==> src/rtl/frame_rx.sv <==
`timescale 1ns/1ps
`default_nettype none
// ============================================================================
// Module   : frame_rx
// Purpose  : Mid-bit-sampling serial frame receiver with a valid/ready output
//            register and sticky overrun flag. FRAME_RX_PARITY_EN adds one
//            even-parity bit after the data bits.
// Revision : 1.0 - initial release
// ============================================================================
module frame_rx #(
    parameter int DATA_W  = 8,
    parameter int BIT_DIV = 16
) (
    input  logic              clk,
    input  logic              reset,
    input  logic              init,
    input  logic              rxd,
    output logic [DATA_W-1:0] out_data,
    output logic              out_valid,
    input  logic              out_ready,
    output logic              busy,
    output logic              frm_err,
    output logic              par_err,
    output logic              ovr_err
);

    localparam int c_DIV_W = $clog2(BIT_DIV);
    localparam int c_CNT_W = $clog2(DATA_W + 1);
    localparam logic [c_DIV_W-1:0] c_DIV_HALF = c_DIV_W'(BIT_DIV / 2 - 1);
    localparam logic [c_DIV_W-1:0] c_DIV_FULL = c_DIV_W'(BIT_DIV - 1);
    localparam logic [c_CNT_W-1:0] c_CNT_LAST = c_CNT_W'(DATA_W - 1);

    typedef enum logic [2:0] {
        S_IDLE   = 3'd0,
        S_START  = 3'd1,
        S_DATA   = 3'd2,
        S_PARITY = 3'd3,
        S_STOP   = 3'd4
    } state_t;

    state_t              r_state;
    state_t              w_next;
    logic [c_DIV_W-1:0]  r_div;
    logic [c_CNT_W-1:0]  r_cnt;
    logic [DATA_W-1:0]   r_shift;
    logic                r_init_s;
    logic                r_init_prev;
    logic [DATA_W-1:0]   r_out_data;
    logic                r_out_valid;
    logic                r_frm_err;
    logic                r_ovr_err;
    logic                w_init_rise;
    logic                w_tick;
    logic                w_load;
    logic                w_hs;

    assign w_init_rise = r_init_s & ~r_init_prev;
    assign w_tick      = (r_state != S_IDLE) && (r_div == '0);
    assign w_load      = (r_state == S_STOP) && w_tick;
    assign w_hs        = r_out_valid & out_ready;

    // Upstream start detector is captured on the falling edge.
    always_ff @(negedge clk or posedge reset) begin
        if (reset) begin
            r_init_s <= 1'b0;
        end else begin
            r_init_s <= init;
        end
    end

    always_ff @(posedge clk or posedge reset) begin
        if (reset) begin
            r_state <= S_IDLE;
        end else begin
            r_state <= w_next;
        end
    end

    always_comb begin
        w_next = r_state;
        case (r_state)
            S_IDLE: begin
                if (w_init_rise) begin
                    w_next = S_START;
                end
            end
            S_START: begin
                if (w_tick) begin
                    w_next = rxd ? S_IDLE : S_DATA;
                end
            end
            S_DATA: begin
                if (w_tick && (r_cnt == c_CNT_LAST)) begin
`ifdef FRAME_RX_PARITY_EN
                    w_next = S_PARITY;
`else
                    w_next = S_STOP;
`endif
                end
            end
            S_PARITY: begin
                if (w_tick) begin
                    w_next = S_STOP;
                end
            end
            S_STOP: begin
                if (w_tick) begin
                    w_next = S_IDLE;
                end
            end
            default: w_next = S_IDLE;
        endcase
    end

    always_ff @(posedge clk or posedge reset) begin
        if (reset) begin
            r_init_prev <= 1'b0;
            r_div       <= '0;
            r_cnt       <= '0;
            r_shift     <= '0;
        end else begin
            r_init_prev <= r_init_s;
            if (r_state == S_IDLE) begin
                if (w_init_rise) begin
                    r_div <= c_DIV_HALF;
                    r_cnt <= '0;
                end
            end else begin
                r_div <= w_tick ? c_DIV_FULL : r_div - 1'b1;
            end
            if ((r_state == S_DATA) && w_tick) begin
                r_shift <= {rxd, r_shift[DATA_W-1:1]};
                r_cnt   <= r_cnt + 1'b1;
            end
        end
    end

    // A load always wins over a coincident handshake.
    always_ff @(posedge clk or posedge reset) begin
        if (reset) begin
            r_out_data  <= '0;
            r_out_valid <= 1'b0;
            r_frm_err   <= 1'b0;
            r_ovr_err   <= 1'b0;
        end else begin
            if (w_load) begin
                r_out_data  <= r_shift;
                r_frm_err   <= ~rxd;
                r_out_valid <= 1'b1;
                if (r_out_valid && !out_ready) begin
                    r_ovr_err <= 1'b1;
                end
            end else if (w_hs) begin
                r_out_valid <= 1'b0;
                r_ovr_err   <= 1'b0;
            end
        end
    end

`ifdef FRAME_RX_PARITY_EN
    logic r_par_bad;
    logic r_par_err;

    always_ff @(posedge clk or posedge reset) begin
        if (reset) begin
            r_par_bad <= 1'b0;
            r_par_err <= 1'b0;
        end else begin
            if ((r_state == S_PARITY) && w_tick) begin
                r_par_bad <= ^{r_shift, rxd};
            end
            if (w_load) begin
                r_par_err <= r_par_bad;
            end
        end
    end

    assign par_err = r_par_err;
`else
    assign par_err = 1'b0;
`endif

    assign out_data  = r_out_data;
    assign out_valid = r_out_valid;
    assign frm_err   = r_frm_err;
    assign ovr_err   = r_ovr_err;
    assign busy      = (r_state != S_IDLE);

endmodule
`default_nettype wire

==> config.mk <==
export PLATFORM = sky130hd
export DESIGN_NAME = frame_rx
export DESIGN_NICKNAME = d
export VERILOG_FILES = /design/src/rtl/frame_rx.sv
export SDC_FILE = /design/constraint.sdc
export NUM_CORES = 1
export LEC_CHECK = 0
export CORE_MARGIN = 2
export CORE_UTILIZATION = 53
export DETAILED_ROUTE_END_ITERATION = 10
export GPL_TIMING_DRIVEN = 1
export PLACE_DENSITY = 0.77
export SETUP_SLACK_MARGIN = 0.15
export SYNTH_ARGS = -nofsm -noshare
export SYNTH_HDL_FRONTEND = slang
export SYNTH_SLANG_ARGS = --single-unit
==> constraint.sdc <==
create_clock -name clk -period 2.9 [get_ports clk]
set_clock_uncertainty 0.05 [all_clocks]
set_input_delay 0.58 -clock clk [delete_from_list [all_inputs] [get_ports clk]]
set_output_delay 0.58 -clock clk [all_outputs]
set_load 0.05 [all_outputs]
; Word level (Yosys, flattened, before mapping)
; Index checks and enable logic that the tools add are counted.
[word_totals]
ff_bits = 32
inputBits = 5
wordCells = 59
[op_classes]
add_sub_neg = 2
n_eq_ne = 11
n_mux = 17
bitwise_logic = 4
n_reduce_logical = 15
[op_table]
columns = cell, count
row1 = 4-bit 2-to-1 mux, 6
row2 = 3-bit 2-to-1 mux, 5
row3 = 3-bit case mux with 5 select lines, 1
row4 = "2-bit inequality test, second input constant", 5
row5 = "3-bit by 2-bit == test with 1-bit output, second input constant", 2
row6 = 2-bit nonzero test, 3
row7 = 1-bit logical AND, 5
row8 = 5-bit AND reduction, 1
row9 = "4-bit by 1-bit adder with 4-bit output, second input constant", 1
row10 = "4-bit by 3-bit == test with 1-bit output, second input constant", 1
row11 = 4-bit logical NOT, 1
row12 = 1-bit 2-to-1 mux, 4
row13 = 2-bit AND reduction, 2
row14 = "4-bit by 1-bit subtractor with 4-bit output, second input constant", 1
row15 = "3-bit by 1-bit == test with 1-bit output, second input constant", 1
row16 = "3-bit == test, second input constant", 1
row17 = 3-bit logical NOT, 1
row18 = 3-bit nonzero test, 1
row19 = 1-bit AND, 2
row20 = 2-bit 2-to-1 mux, 1
row21 = "2-bit by 1-bit inequality test with 1-bit output, second input constant", 1
row22 = 1-bit inverter, 2
row23 = 1-bit logical NOT, 1

; Longest topological paths before layout
; Gate-level depths: netlist (run 1).
[logic_depth]
depth_word = 5
depth_mapped = 8
depth_no_buf = 6

==> summary.md, run 1 <==
| Metric | Value |
|---|---|
| Yosys top cell by area | `dfrtp_1` |
| Initial Utilization | `56.36%` |
| Required time of the critical path | `3.07 ns` |
| CORE AREA | `0.002477 sq mm` |
| Final WL | `2.691 mm` |
| Synth warn | `0` |
| Die ar. | `0.003061 sq mm` |
| Input/output buffers | `16` |
| First-pass GRT wire length | `4.712 mm` |
| Setup CP Type | `register to register` |
| Final #Nets | `157` |
| Slew @ Worst Pin | `0.6482 ns` |
| Post-Syn Nets | `135` |
| Unrepaired setup endpoints after global routing | `no` |
| Worst setup SP type | `register` |
| Final worst setup slack | `0.1971 ns` |
| Share of layout cells above drive strength 1 | `16.11%` |
| Io pins | `18` |
| Vias in the first global route | `1003` |
| Pleak | `0.7941 nW` |
| Clock sink count | `32` |
| FF+latch count, synth | `32` |
| Initial antenna violation count | `0` |
| Cell Pwr Density | `652.3 mW/mm^2` |
| Die width | `55.33 um` |
| Final Hold Fails | `0` |
| Pin count of the biggest net entering global routing | `32` |
| Relative slew margins | `56.46%` |
| TritonCTS clock tree | `yes` |
| H-tree levels | `2` |
| Max clock buf depth | `2` |
| Via Count | `988` |
| DP HPWL | `1.982 mm` |
| Grt ovf | `0` |
| CTS buffer count | `5` |
| Met2 Wirelength | `1.357 mm` |
| Status | `finished clean` |
| Max-Cap Viols | `0` |
| Routability congestion estimate | `0.7859` |
| DRT met1 WL | `1.166 mm` |
| Clock tree root buffer cell | `clkbuf_4` |
| Non-Filler Instances | `179` |
| Mapped Area | `0.001396 sq mm` |
| Top sig layer | `met4` |
| Iteration count of the initial detailed-routing pass | `4` |
| Worst Hold Class | `register to register` |
| Clock slew at reported path FFs | `0.09 ns` |
| DRC Markers | `0` |
| CP arrival | `2.87 ns` |
| Cells after Synth | `127` |
| # hold bufs at CTS | `0` |
| Synth unique cells | `33` |
| Post-synthesis area per instance | `10.99 sq um` |
| Worst Path Max Fanout | `3` |
| Layout area overhead | `18.28%` |
| 1st-iter DRT viols | `32` |
| Placed Cells | `171` |
| DR WL met3 | `119 um` |
| Antenna Nets Post-Route | `0` |
| Total GRT Usage | `20.39%` |
| # rows | `18` |
| Top cells by area, synth | `dfrtp_1 (56%), mux2_2 (8.1%), nand2_1 (7.8%)` |
| Routed wire length per instance | `15.03 um` |
| Vias/cell | `5.520` |
| Clk_lat worst skew | `0.33 ns` |
| Final total power | `0.001077 W` |
| Setup TNS | `0 ns` |
| DP Worst Slack | `0.1319 ns` |
| Final setup vio count | `0` |
| DIE HEIGHT | `55.33 um` |
| Top-area cell type share of the netlist area | `55.56%` |
| Antenna Cells | `0` |
| Crit path capture type | `register` |
| Final count of pins violating max slew | `0` |
| Sequential share of the synthesized area | `57.35%` |
| Peak VDD IR | `0.4820 mV` |
[worst paths after layout]
check	startpoint	endpoint	slack (ns)	cells after the start
worst min-delay path	r_shift[2]	r_shift[1]	0.45	2
min in group asynchronous	reset	r_shift[7]	0.67	3
max in group asynchronous	reset	r_init_s	0.92	2
worst max register to register	r_init_s	r_state[1]	0.20	4
worst max-delay path	r_init_s	r_state[1]	0.20	4
worst min register to register	r_shift[2]	r_shift[1]	0.45	2
[synthesized netlist by cell type]
master      n
nor4_1      1
o311ai_0    1
buf_4       1
o21ai_0     4
or3b_1      1
nand2_1    29
nor2_1      4
a31oi_1     2
buf_6       1
xnor2_1     1
inv_1       6
or3_1       2
mux2_4      1
a21oi_1     3
a311oi_1    1
conb_1      1
a22o_1      2
o2bb2ai_1   1
nor2b_1     1
clkbuf_1    2
a41oi_1     1
ha_1        3
nor3b_1     1
nand2b_1    3
nor3_1      4
dfrtn_1     1
nand3_1     3
mux2i_4     1
o31ai_1     2
mux2_2     10
clkbuf_2    1
a211oi_1    1
dfrtp_1    31
[worst max-delay path: stages (launching register included)]
cell      delay [ns]
dfrtn_1         0.44
nor2b_4         0.15
nand2_1         0.06
o311ai_1        0.07
mux2_2          0.37
[placed cells by master (no fill, tap or decap), drive strengths merged, types with 2 or more instances in the layout]
master         netlist  final
dfrtp               31     31
nand2               29     29
clkdlybuf4s50        0     15
mux2                11     11
inv                  6      6
clkbuf               3      6
nor3                 4      4
o21ai                4      4
buf                  2      4
nor2                 4      4
nand2b               3      3
a21oi                3      3
nand3                3      3
ha                   3      3
or3                  2      2
a22o                 2      2
a31oi                2      2
o31ai                2      2
[per-stage QoR]
stage,util (%),hold slack (ns),area (sq um)
floorplan,-,0.3911,1396
detailed placement,63.99,0.4236,1585
finish,66.67,0.4480,1652
CTS,65.96,0.4482,1634
global placement,63.99,0.4068,1585
global route,66.67,0.4693,1652
[kinds of logic after synthesis]
family,after synthesis,share of synthesized area [%]
buffers and inverters,11,3.853
xor gates and xnor gates,1,0.6274
muxes,12,10.75
other,1,0.2686
and+or+nand+nor,49,15.68
AOI/OAI and AO/OA,18,8.782
DFF,32,57.35
adders and majority gates,3,2.688
[report_power, final]
group,leakage [nW],internal (W),switching [W]
sequential,0.412,0.000503,0.0000695
clock,0.0281,0.0000891,0.000138
combinational,0.354,0.000113,0.000165
total,0.794,0.000705,0.000372
[flip-flops by register name, summed over array words and instances (netlist names)]
signal,flops
frm_err,1
r_shift,8
r_init_s,1
r_div,4
r_state,3
ovr_err,1
r_cnt,4
r_init_prev,1
out_valid,1
out_data,8
[routing by layer]
| metal | track usage (%) | vias to the layer above |
|---|---|---|
| li1 | - | 474 |
| met1 | 24.76 | 485 |
| met2 | 31.80 | 23 |
| met3 | 8.899 | 6 |
| met4 | 8.362 | 0 |
| met5 | 0 | - |
[repair_timing]
item	CTS	global route
gates resized for setup	1	4
setup buffers	0	1
endpoints found under the setup margin	1	4
[layout make-up]
class	count	area [sq um]
fillers	194	825.8
inverters	6	22.52
clock inverters	1	5.005
multi-input cells	84	551.8
clock buffers	6	41.29
well taps	30	37.54
repair buffers	20	192.7
flip-flops and latches	32	800.8
Power figures use the tool's default switching activity.
==> run 2: changes to the inputs <==
clock period = 2.75 ns   (was 2.9 ns; I/O delays follow)
==> run 2 against run 1 <==
Core utilization grew 1.5 points. Total power grew 17%. Sequential share of layout area shrank 1.1 points. Critical path type unchanged. Combinational power grew 7.2%. Global-route usage shrank 0.75 points. Hold slack lost 0.0044 ns. Wire length shrank 5.7%.
==> summary.md, run 2 (synthesis gave the netlist of run 1 again) <==
| Metric | Value |
|---|---|
| Non-Filler Instances | `179 (unchanged)` |
| Final hold slack | `0.4436 ns (-0.004377 ns)` |
| Pleak | `0.8070 nW (+1.6%)` |
| R2r startpoint | `r_init_s` |
| Met3 Use GR | `7.963% (-0.94 points)` |
| Grt ovf | `0 (unchanged)` |
| Relative slew margins | `65.57% (+9.1 points)` |
| Slew @ Worst Pin | `0.5149 ns (-0.1332 ns)` |
| Unrepaired setup endpoints after global routing | `yes` |
| Antenna Cells | `0 (unchanged)` |
| DP Worst Slack | `0.1222 ns (-0.009697 ns)` |
| Crit path capture type | `register` |
| Routability congestion estimate | `0.8181 (+4.1%)` |
| Final WL | `2.538 mm (-5.7%)` |
| Layout area overhead | `20.97%` |
| Commonest non-fill, non-tap cell in the layout | `dfrtp_1` |
| DP HPWL | `1.784 mm (-10%)` |
| CTS buffer count | `5 (unchanged)` |
| Fillers | `207 (+6.7%)` |
| Worst R2R End | `r_state[1]` |
| Clock tree root buffer cell | `clkbuf_4` |
| Met1 Usage GRT | `25.51% (+0.74 points)` |
| Max-Cap Viols | `0 (unchanged)` |
| Setup TNS | `0 ns (unchanged)` |
| Total GRT Usage | `19.64% (-0.75 points)` |
| FF-to-FF setup slack | `0.16 ns (-0.04 ns)` |
| Routed wire length per instance | `14.18 um (-5.7%)` |
| Peak VDD IR | `0.7283 mV (+51%)` |
| # hold bufs at CTS | `0 (unchanged)` |
| Max clock buf depth | `2 (unchanged)` |
| Clock slew at reported path FFs | `0.11 ns (+0.02 ns)` |
| DRC Markers | `0 (unchanged)` |
| Via Count | `993 (+0.51%)` |
| 1st-iter DRT viols | `21 (-34%)` |
| Final count of pins violating max slew | `0 (unchanged)` |
| Share of layout cells above drive strength 1 | `17.45% (+1.3 points)` |
| Vias in the first global route | `1023 (+2.0%)` |
| H-tree levels | `2 (unchanged)` |
| # rows | `18 (unchanged)` |
| Met2 Usage GRT | `30.10% (-1.7 points)` |
| Iteration count of the initial detailed-routing pass | `4 (unchanged)` |
| Status | `finished clean` |
| Vias/cell | `5.547 (+0.51%)` |
| Worst Setup SP | `r_init_s` |
| Final Hold Fails | `0 (unchanged)` |
| Required time of the critical path | `2.92 ns (-0.15 ns)` |
| Worst setup path endpoint | `r_state[1]` |
| Input/output buffers | `16 (unchanged)` |
| Worst Path Max Fanout | `3 (unchanged)` |
| CP arrival | `2.77 ns (-0.10 ns)` |
| Initial antenna violation count | `0 (unchanged)` |
| Initial Utilization | `56.36% (unchanged)` |
| DIE HEIGHT | `55.33 um (unchanged)` |
| First-pass GRT wire length | `4.643 mm (-1.5%)` |
| Clock sink count | `32 (unchanged)` |
| Die ar. | `0.003061 sq mm (unchanged)` |
| Io pins | `18 (unchanged)` |
| Placed Cells | `171 (unchanged)` |
| CORE AREA | `0.002477 sq mm (unchanged)` |
| TritonCTS clock tree | `yes` |
| Commonest non-fill, non-tap cells in the layout | `dfrtp_1 (31), nand2_1 (29), clkdlybuf4s50_1 (15)` |
| Antenna Nets Post-Route | `0 (unchanged)` |
| Busiest grt layer | `met2` |
| Final setup vio count | `0 (unchanged)` |
| Setup Buffers After CTS | `0 (unchanged)` |
| Die width | `55.33 um (unchanged)` |
| Setup CP Type | `register to register` |
| R2R depth | `4 (unchanged)` |
| Final #Nets | `156 (-0.64%)` |
| Worst Hold Class | `register to register` |
| Pin count of the biggest net entering global routing | `32 (unchanged)` |
| Clk_lat worst skew | `0.34 ns (about the same)` |
| Worst setup SP type | `register` |
| Layout Utilization | `68.18% (+1.5 points)` |
| Cell Pwr Density | `743.1 mW/mm^2 (+14%)` |
| Final worst setup slack | `0.1571 ns (-0.03998 ns)` |
run 2: area by class of cell:
| type | count | area, sq um | area share, % |
|---|---|---|---|
| clock inverters | 3 | 42.54 | 2.519 |
| repair buffers | 19 | 185.2 | 10.96 |
| well taps | 30 | 37.54 | 2.222 |
| inverters | 6 | 22.52 | 1.333 |
| clock buffers | 5 | 37.54 | 2.222 |
| multi-input cells | 84 | 563.0 | 33.33 |
| flip-flops and latches | 32 | 800.8 | 47.41 |
run 2: what timing repair did:
item	CTS	global route
endpoints found under the setup margin	2	3
resized for setup	3	2
pin swaps	0	1
endpoints found under the hold margin	0	0
run 2: metrics by stage:
step,total power [W],cell area (sq um)
detailed placement,0.0008962,1588
global placement,0.0008795,1588
CTS,0.001262,1683
finish,0.001255,1689
floorplan,0.0008052,1399
global route,0.001341,1689
run 2: metal layers:
layer / share of wire, % / vias up
met1: 45 / 481
met4: 1.3 / 0
li1: - / 479
met2: 47 / 29
met3: 6.4 / 4
met5: 0 / -
run 2: how the worst min path moves through the flow:
stage	cells after the start	to	startpoint	slack, ns
after floorplan	2	r_shift[0]	r_shift[0]	0.39
after global placement	2	r_shift[0]	r_shift[0]	0.41
after detailed placement	2	r_shift[0]	r_shift[0]	0.42
after CTS	2	r_shift[0]	r_shift[0]	0.45
after global routing	2	r_shift[3]	r_shift[4]	0.48
final	2	r_shift[2]	r_shift[3]	0.44
run 2: report_power, final:
part | total, W | internal (W) | switching, W
clock | 0.000354 | 0.000189 | 0.000165
sequential | 0.000604 | 0.000531 | 0.0000730
combinational | 0.000297 | 0.000124 | 0.000173
total | 0.00126 | 0.000844 | 0.000411
run 2: worst max-delay path, cell delays in order, from the launching register on:
cell,delay [ns]
dfrtn_1,0.44
nor2b_4,0.15
nand2_1,0.07
o311ai_2,0.08
mux2_4,0.33
